`src/rtl/key_num_entry_if.sv`:
```
// Keypad-to-numeric-entry bus.
// The master side is the keypad scanner and display/consumer logic.
// The slave side is the key_num_entry block.
interface key_num_entry_if #(
  parameter int DIGITS = 4,
  parameter int NUM_W  = 14
);
  localparam int CNT_W = $clog2(DIGITS + 1);

  logic                  key_en;
  logic [3:0]            key_data;
  logic [4*DIGITS-1:0]   bcd;
  logic [CNT_W-1:0]      digit_cnt;
  logic                  busy;
  logic                  num_valid;
  logic [NUM_W-1:0]      num;

  modport master (
    output key_en, key_data,
    input  bcd, digit_cnt, busy, num_valid, num
  );

  modport slave (
    input  key_en, key_data,
    output bcd, digit_cnt, busy, num_valid, num
  );
endinterface

```
`src/rtl/key_num_entry.sv`:
```
// Numeric-entry stage for a 4x4 keypad.
// Decimal digits are collected into a BCD buffer, with backspace and clear.
// On Enter, the buffered digits are converted to binary with one
// multiply-by-10-and-add step per cycle, and the result is flagged with a
// one-cycle valid pulse.
module key_num_entry #(
  parameter int DIGITS = 4,
  parameter int NUM_W  = 14
) (
  input  logic             clk,
  input  logic             rstn,
  key_num_entry_if.slave   bus
);
  localparam int BCD_W = 4 * DIGITS;
  localparam int CNT_W = $clog2(DIGITS + 1);
  localparam int TOP   = BCD_W - 4;

  localparam logic [0:0] S_IDLE = 1'b0;
  localparam logic [0:0] S_CONV = 1'b1;

  localparam logic [3:0] K_BKSP  = 4'hA;
  localparam logic [3:0] K_CLEAR = 4'hB;
  localparam logic [3:0] K_ENTER = 4'hE;

  logic [0:0]       state_q,     state_d;
  logic [BCD_W-1:0] bcd_q,       bcd_d;
  logic [CNT_W-1:0] cnt_q,       cnt_d;
  logic [BCD_W-1:0] snap_q,      snap_d;
  logic [CNT_W-1:0] conv_cnt_q,  conv_cnt_d;
  logic [NUM_W-1:0] acc_q,       acc_d;
  logic [NUM_W-1:0] num_q,       num_d;
  logic             num_valid_q, num_valid_d;
  logic [NUM_W-1:0] acc_next;
  int               shamt;

  // acc*10 + d, formed as (acc<<3)+(acc<<1) so no multiplier is needed.
  // The snapshot is left-aligned, so its top nibble is always the next digit.
  assign acc_next = (acc_q << 3) + (acc_q << 1) + NUM_W'(snap_q[TOP +: 4]);

  // Next-state logic: key decode in IDLE, and one conversion step per cycle in CONV.
  // NOTE: every variable gets a default value first. That way, no path through
  // the case leaves one unassigned and infers a latch.
  always_comb begin
    state_d     = state_q;
    bcd_d       = bcd_q;
    cnt_d       = cnt_q;
    snap_d      = snap_q;
    conv_cnt_d  = conv_cnt_q;
    acc_d       = acc_q;
    num_d       = num_q;
    num_valid_d = 1'b0;
    shamt       = 0;

    case (state_q)
      S_IDLE: begin
        if (bus.key_en) begin
          if (bus.key_data <= 4'd9) begin
            // A digit shifts in at the low nibble. It is dropped once the buffer is full.
            if (cnt_q < CNT_W'(DIGITS)) begin
              bcd_d = (bcd_q << 4) | BCD_W'(bus.key_data);
              cnt_d = cnt_q + CNT_W'(1);
            end
          end else begin
            case (bus.key_data)
              K_BKSP: begin
                if (cnt_q != '0) begin
                  bcd_d = bcd_q >> 4;
                  cnt_d = cnt_q - CNT_W'(1);
                end
              end
              K_CLEAR: begin
                bcd_d = '0;
                cnt_d = '0;
              end
              K_ENTER: begin
                if (cnt_q != '0) begin
                  // Left-align the valid digits, so the most significant digit is at the top.
                  shamt      = 4 * (DIGITS - int'(cnt_q));
                  snap_d     = bcd_q << shamt;
                  conv_cnt_d = cnt_q;
                  acc_d      = '0;
                  bcd_d      = '0;
                  cnt_d      = '0;
                  state_d    = S_CONV;
                end
              end
              default: ;
            endcase
          end
        end
      end

      S_CONV: begin
        acc_d      = acc_next;
        snap_d     = snap_q << 4;
        conv_cnt_d = conv_cnt_q - CNT_W'(1);
        if (conv_cnt_q == CNT_W'(1)) begin
          num_d       = acc_next;
          num_valid_d = 1'b1;
          state_d     = S_IDLE;
        end
      end

      default: state_d = S_IDLE;
    endcase
  end

  // State registers. A reset also aborts any conversion that is in flight.
  // NOTE: sequential state uses non-blocking assignments, so every register
  // samples the values from before the edge.
  always_ff @(posedge clk or negedge rstn) begin
    if (!rstn) begin
      state_q     <= S_IDLE;
      bcd_q       <= '0;
      cnt_q       <= '0;
      snap_q      <= '0;
      conv_cnt_q  <= '0;
      acc_q       <= '0;
      num_q       <= '0;
      num_valid_q <= 1'b0;
    end else begin
      state_q     <= state_d;
      bcd_q       <= bcd_d;
      cnt_q       <= cnt_d;
      snap_q      <= snap_d;
      conv_cnt_q  <= conv_cnt_d;
      acc_q       <= acc_d;
      num_q       <= num_d;
      num_valid_q <= num_valid_d;
    end
  end

  assign bus.bcd       = bcd_q;
  assign bus.digit_cnt = cnt_q;
  assign bus.busy      = (state_q == S_CONV);
  assign bus.num_valid = num_valid_q;
  assign bus.num       = num_q;
endmodule

```
`src/flat_wrapper.sv`:
```
// flat-port wrapper written by rule: the top's interface ports become plain ports
module key_num_entry_flat 
#(
  parameter int DIGITS = 4,
  parameter int NUM_W  = 14
)
  (clk, rstn, bus_key_en, bus_key_data, bus_bcd, bus_digit_cnt, bus_busy, bus_num_valid, bus_num);
  key_num_entry_if #(.DIGITS(DIGITS), .NUM_W(NUM_W)) bus_i ();
  input  logic clk;
  input  logic rstn;
  input wire logic [$bits(bus_i.key_en)-1:0] bus_key_en;
  input wire logic [$bits(bus_i.key_data)-1:0] bus_key_data;
  output wire logic [$bits(bus_i.bcd)-1:0] bus_bcd;
  output wire logic [$bits(bus_i.digit_cnt)-1:0] bus_digit_cnt;
  output wire logic [$bits(bus_i.busy)-1:0] bus_busy;
  output wire logic [$bits(bus_i.num_valid)-1:0] bus_num_valid;
  output wire logic [$bits(bus_i.num)-1:0] bus_num;
  assign bus_i.key_en = bus_key_en;
  assign bus_i.key_data = bus_key_data;
  assign bus_bcd = bus_i.bcd;
  assign bus_digit_cnt = bus_i.digit_cnt;
  assign bus_busy = bus_i.busy;
  assign bus_num_valid = bus_i.num_valid;
  assign bus_num = bus_i.num;
  key_num_entry #(.DIGITS(DIGITS), .NUM_W(NUM_W)) u_core (.clk(clk), .rstn(rstn), .bus(bus_i));
endmodule
```
`config.mk`:
```
export PLATFORM = sky130hd
export DESIGN_NAME = key_num_entry_flat
export DESIGN_NICKNAME = d
export VERILOG_FILES = /design/src/rtl/key_num_entry_if.sv /design/src/rtl/key_num_entry.sv /design/src/flat_wrapper.sv
export SDC_FILE = /design/constraint.sdc
export NUM_CORES = 1
export LEC_CHECK = 0
export ABC_AREA = 0
export ABC_CLOCK_PERIOD_IN_PS = 2700
export BUFFER_PORTS_ARGS = -buffer_cell sky130_fd_sc_hd__buf_2
export CORE_MARGIN = 2
export CORE_UTILIZATION = 50
export DETAILED_ROUTE_END_ITERATION = 8
export PLACE_DENSITY = 0.78
export RECOVER_POWER = 100
export SYNTH_ARGS = -nofsm -noshare
export SYNTH_HDL_FRONTEND = slang
export SYNTH_SLANG_ARGS = --single-unit
```
`constraint.sdc`:
```
create_clock -name clk -period 2.7 [get_ports clk]
set_input_delay 0.135 -clock clk [delete_from_list [all_inputs] [get_ports clk]]
set_output_delay 0.135 -clock clk [all_outputs]
set_load 0.02 [all_outputs]
```
Yosys cells after proc, flatten, opt, wreduce, memory -nomap -nowiden --
Cells that the tools add are included.
Storage, ports and cells: bits of input ports 7, bits in writable memories 0, bits in registers 67, latch bits 0, logic and storage cells 68, memories kept 0, bits in read-only memories 0
Operators by class: add/subtract/negate cells 6, shift operators 1, order comparisons 2, reductions and logical operators 5, bitwise operators 2, divide/modulo/power cells 0, muxes and demuxes 33, equal/unequal tests 11, multiply operators 0
Operator list (number):
- 16-bit 2-to-1 mux | 8
- 13-bit 2-to-1 mux | 4
- 16-bit case mux with 3 select lines | 1
- 16-bit case mux with 2 select lines | 1
- 16-bit by 32-bit left shift with 16-bit output | 1
- 13-bit case mux with 2 select lines | 1
- 3-bit 2-to-1 mux | 8
- 16-bit by 4-bit OR with 16-bit output | 1
- 14-bit adder | 1
- 14-bit by 4-bit adder with 14-bit output | 1
- 4-bit equality test (second input constant) | 3
- 3-bit case mux with 3 select lines | 1
- 2-bit inequality test (second input constant) | 4
- 1-bit 2-to-1 mux | 7
- 3-bit by 1-bit inequality test with 1-bit output (second input constant) | 2
- 3-bit case mux with 2 select lines | 1
- 6-bit AND reduction | 1
- 3-bit by 1-bit subtractor with 3-bit output (second input constant) | 2
- 4-bit <= comparator (second input constant) | 1
- 4-bit AND reduction | 1
- 4-bit nonzero test | 1
- 3-bit by 3-bit subtractor with 4-bit output (first input constant) | 1
- 3-bit by 1-bit adder with 3-bit output (second input constant) | 1
- 3-bit by 1-bit equality test with 1-bit output (second input constant) | 1
- other kinds (6) | 6

Depth between registers and ports, before layout --
word-level depth 7, gate-level depth with buffers 10, depth with buffers taken out 9

Least setup slack after synthesis --
Ideal clock, no wire load.
path kind register to register, from register u_core.cnt_q[0] (netlist: u_core.bus.digit_cnt[0]), to register u_core.snap_q[10], cell stages (with the launch flop) 10, setup time 0.064 ns, arrival 2.478 ns, buffers on the path 1, clock period less this slack 2.543 ns, slack 0.157 ns, path through dfrtp_1 buf_2 inv_1 ha_1 ha_1 nor3b_1 nand2_1 a2bb2oi_1 o21ai_0 mux2_2
On the way: word-level cells in the longest chain between the ends 7, elaborated cells on any way between the ends 10, classes of those cells add/sub: 1; eq/ne: 1; shift: 1; mux: 5; reduce/logical: 2
RTL lines:
- from (decl) | RTL line key_num_entry.sv:27 | logic [CNT_W-1:0] cnt_q, cnt_d;
- from (signal assigned) | RTL line key_num_entry.sv:124 | cnt_q <= cnt_d;
- 3-bit by 3-bit subtractor with 4-bit output | RTL line key_num_entry.sv:78 | shamt = 4 * (DIGITS - int'(cnt_q));
- 16-bit by 32-bit left shift with 16-bit output | RTL line key_num_entry.sv:79 | snap_d = bcd_q << shamt;
- 16-bit 2-to-1 mux | RTL line key_num_entry.sv:76 | if (cnt_q != '0) begin
- 16-bit 2-to-1 mux | RTL line key_num_entry.sv:64 | case (bus.key_data)
- 16-bit 2-to-1 mux | RTL line key_num_entry.sv:57 | if (bus.key_data <= 4'd9) begin
- 16-bit 2-to-1 mux | RTL line key_num_entry.sv:56 | if (bus.key_en) begin
- 16-bit case mux with 2 select lines | RTL line key_num_entry.sv:54 | case (state_q)
- to (signal assigned) | RTL line key_num_entry.sv:125 | snap_q <= snap_d;
- to (decl) | RTL line key_num_entry.sv:28 | logic [BCD_W-1:0] snap_q, snap_d;
Parallel ways exist; a longest one is shown, timed or not. The select of a mux whose other input is x is not followed. A chain may end at the register's enable or synchronous reset.

Worst setup path in the final report --
from register u_core.snap_q[15], to register u_core.acc_q[11]
On the way: word-level cells in the longest chain between the ends 2
RTL lines:
- 14-bit by 4-bit adder with 14-bit output | RTL line key_num_entry.sv:38 | assign acc_next = (acc_q << 3) + (acc_q << 1) + NUM_W'(snap_q[TOP +: 4]);
- 13-bit case mux with 2 select lines | RTL line key_num_entry.sv:54
- to (signal assigned) | RTL line key_num_entry.sv:118 | acc_q <= '0;
- to (signal assigned) | RTL line key_num_entry.sv:127 | acc_q <= acc_d;
- to (decl) | RTL line key_num_entry.sv:30 | logic [NUM_W-1:0] acc_q, acc_d;
No other way between the ends.

==> flow_summary_export.csv <==
group,metric,value,unit
synth,synth-main-ff-cell,"dfrtp_1",
outcome,violations,"capacitance limit, slew limit",
critical_path,critPathLaunchType,"flop",
die,fp-row-count,32,
cts,clk_pin_slew,0.07,ns
die,core,7690,sq um
timing,tightest_slew,1.65,ns
route,detail-route-antenna-nets,0,
flow_run,maxCapViolations,1,
grt,grt_pass1_wl,15.7,mm
grt,grt_max_degree,68,
timing,post-route-period-util,97.0,%
critical_path,worst_r2r_startpoint,"u_core.snap_q[15]$_DFFE_PN0P_",
critical_path,critPathArrivalTime,2.85,ns
finish,design_area,4420,sq um
timing,slew_headroom,-10.2,%
die,io_pins,42,
critical_path,critPathSlowestCell,"fa_1",
critical_path,crit_type,"reg2reg",
cts,cts_tree,"done",
hold_path,hold_end,"u_core.bus.bcd[3]$_DFFE_PN0P_",
critical_path,rrSetupSlack,0.08,ns
grt,antenna_found_initial,0,
critical_path,crit_cells,9,
critical_path,crit_required,2.93,ns
timing,hold_viol_final,0,
synth,syn_area,3970,sq um
critical_path,critPathBufInv,2,
timing,max_freq,382,MHz
place,placed_area,4300,sq um
critical_path,cp_common_cell,"inv_1",
critical_path,critPathCaptureType,"flop",
cts,clk_latency,0.34,ns
finish,drive_above_1_share,10.3,%
cts,htreeDepth,3,
finish,final_cells,569,
synth,ys_warn_count,0,
synth,syn_nets,456,
synth,synth_edf_count,0,
critical_path,critPathTopFamily,"adder cells",
die,die_height,93.1,um
finish,antennaDiodeCount,0,
route,drt-total-wl,9.28,mm
outcome,outcome,"complete, but fails checks",
pwr,total_power,0.00603,W
pwr,ir_worst_vdd,0.605,mV
place,hpwl,6.65,mm
pwr,power.density,1360,nW/um^2
critical_path,path_max_fanout,4,
synth,ys_seq_area_share,42.3,%
finish,num-nets-final,500,
timing,clock_skew,0.00708,ns
pwr,leakagePower,2.03,nW
timing,fin_ws,0.0800,ns
cts,cts-buffers-inserted,9,
route,firstDrtPassIters,4,
place,post-place-cells,552,
place,place_ws,0.132,ns
route,vias,3317,
synth,ys_seq_elements,67,
grt,grt_pass1_vias,3295,
timing,timing.final.crit_period,2.62,ns
finish,final_core_util,57.5,%
cts,cts_num_sinks,67,
route,viasPerCell,5.83,
grt,grt_usage,22.7,%
grt,overflow,0,
synth,avgSynthCellArea,9.46,sq um
die,die_x,93.1,um
timing,setup_violations,0,
critical_path,cp_cell_sequence,"inv_1 -> fa_1 -> inv_1 -> ha_1 -> a21o_1 -> nand4_1 -> a211oi_2 -> or3_4 -> a32o_1",
route,drt_iter0_markers,175,
hold_path,worstHoldPathType,"in2reg",
critical_path,reg2reg_depth,9,
finish,areaGrowthSynthToFinish,11.4,%
synth,synthCells,419,
place,gp_congestion,0.832,
route,drc,0,
cts,cts-root-buf,"clkbuf_8",
synth,async_flop_share,100,%
route,wl_per_cell,16.3,um
die,die_area,8660,sq um
place,portBuffers,41,
cts,clk_path_buf_depth,2,
timing,maxSlewViolCount,68,
synth,synth_cell_type_count,53,
hold_path,hp-start,"bus_key_data[3]",
die,initial_core_util,51.6,%
critical_path,r2r-end,"u_core.acc_q[11]$_DFFE_PN0P_",
hold_path,hold_depth,3,
critical_path,cpPeakStageDelay,0.59,ns
==> placed cells by master, fill, tap and decap left out, drive strengths merged, types with 2 or more instances in the layout <==
cell and n:
o31ai 2, fa 2, a22o 4, a22oi 3
xor2 2, a211oi 3, nand2 69, xnor2 8
a2bb2oi 6, o21a 4, nand3 7, clkbuf 52
nand4 3, or3 4, inv 19, dfrtp 67
o311ai 3, o211ai 2, mux2 4, a21oi 23
o21ai 39, and2 6, nor2 26, nor3 2
nor2b 6, mux2i 12, a31oi 2, a221oi 2
nand2b 2, a31o 7, buf 14, clkinv 2
a32o 6, a32oi 2, o221ai 4, ha 28
nand3b 2, a21o 6
==> flip-flops by register name, summed over array words and instances (netlist names) <==
name / flops
u_core.bus.bcd: 16
u_core.bus.num: 14
u_core.bus.busy: 1
u_core.bus.num_valid: 1
u_core.snap_q: 16
u_core.bus.digit_cnt: 3
u_core.acc_q: 13
u_core.conv_cnt_q: 3
==> where the power goes <==
part / internal, W / leakage (nW) / switching, W
Combinational: 0.00137 / 1.09 / 0.00208
Clock: 0.000401 / 0.0953 / 0.000360
Sequential: 0.00140 / 0.847 / 0.000417
==> logic make-up (layout without fill, tap and decap cells) <==
logic type | Yosys count | after routing | share of synthesized area [%]
adder cells (fa/ha/maj) | 30 | 30 | 9.85
buffers and inverters | 40 | 88 | 4.48
AND/OR/NAND/NOR | 133 | 133 | 15.0
AO/OA/AOI/OAI | 123 | 123 | 22.0
flip-flops | 67 | 67 | 42.3
multiplexers | 16 | 16 | 4.17
XOR/XNOR | 10 | 10 | 2.21
==> timing repair <==
item                                   CTS  global route
setup endpoints to repair                0             7
gates resized for setup                  0             3
endpoints found under the hold margin   67             0
setup buffers                            0             1
hold buffers                             1             0
==> metrics by stage <==
step | hold WS, ns | TNS [ns]
floorplan | -0.161 | 0
global placement | 0.182 | 0
detailed placement | 0.182 | 0
CTS | 0.169 | 0
global route | 0.190 | -0.100
finish | 0.188 | 0
==> worst reg2reg max path, delay by kind of cell (launching register included) <==
family | cells | cell delay, ns
buf+inv | 2 | 0.12
simple gates | 2 | 0.59
fa+ha+maj | 2 | 0.87
compound gates | 3 | 0.57
flops | 1 | 0.35
==> metal layers <==
| metal | routed length (um) | GRT usage [%] | vias to the layer above |
|---|---|---|---|
| met5 | 0 | 0 | - |
| met2 | 4780 | 39.9 | 88 |
| met3 | 398 | 5.72 | 9 |
| met1 | 4000 | 27.9 | 1633 |
| li1 | - | - | 1587 |
| met4 | 97 | 6.13 | 0 |
==> synthesized netlist by cell type, types with 2 or more instances <==
master / count / area, sq um
o221ai_1: 4 / 35.0
or3_1: 4 / 25.0
clkbuf_1: 12 / 45.0
o21ai_0: 38 / 190
nor2_1: 26 / 97.6
a211oi_1: 3 / 22.5
a32oi_1: 2 / 17.5
a31oi_1: 2 / 12.5
mux2i_1: 12 / 120
a32o_1: 6 / 60.1
fa_1: 2 / 40.0
nand4_1: 3 / 18.8
inv_1: 19 / 71.3
a31o_2: 7 / 61.3
xor2_1: 2 / 17.5
buf_6: 2 / 22.5
a221oi_1: 2 / 17.5
nand2b_1: 2 / 12.5
nand2_1: 69 / 259
nand3_1: 7 / 35.0
a21o_1: 6 / 45.0
nand3b_1: 2 / 15.0
a22o_1: 4 / 35.0
o311ai_0: 3 / 26.3
o31ai_1: 2 / 15.0
and2_1: 6 / 37.5
nor2b_1: 6 / 37.5
dfrtp_1: 67 / 1680
a2bb2oi_1: 6 / 52.6
mux2_2: 4 / 45.0
nor3_1: 2 / 10.0
ha_1: 28 / 350
xnor2_1: 8 / 70.1
o21a_1: 4 / 30.0
a21oi_1: 18 / 90.1
a22oi_1: 3 / 22.5
buf_2: 4 / 20.0
buf_4: 2 / 15.0
a21oi_2: 5 / 43.8
o211ai_1: 2 / 15.0
==> worst max-delay path by stage <==
stage | start | to | slack (ns)
global placement | u_core.acc_q[0]$_DFFE_PN0P_ | u_core.acc_q[11]$_DFFE_PN0P_ | 0.24
floorplan | u_core.bus.digit_cnt[0]$_DFFE_PN0P_ | u_core.snap_q[10]$_DFFE_PN0P_ | 0.16
detailed placement | u_core.acc_q[0]$_DFFE_PN0P_ | u_core.bus.num[13]$_DFFE_PN0P_ | 0.13
finish | u_core.snap_q[15]$_DFFE_PN0P_ | u_core.acc_q[11]$_DFFE_PN0P_ | 0.08
global route | u_core.snap_q[15]$_DFFE_PN0P_ | u_core.acc_q[10]$_DFFE_PN0P_ | -0.03
CTS | u_core.acc_q[0]$_DFFE_PN0P_ | u_core.acc_q[11]$_DFFE_PN0P_ | 0.12
==> cell type report <==
| type | instances | area (sq um) |
|---|---|---|
| repair buffers | 54 | 258 |
| flip-flops and latches | 67 | 1680 |
| clock buffers | 13 | 169 |
| fillers | 721 | 3270 |
| multi-input cells | 312 | 2110 |
| inverters | 19 | 71.3 |
| well taps | 102 | 128 |
| clock inverters | 2 | 10.0 |
Power figures use the tool's default switching activity.
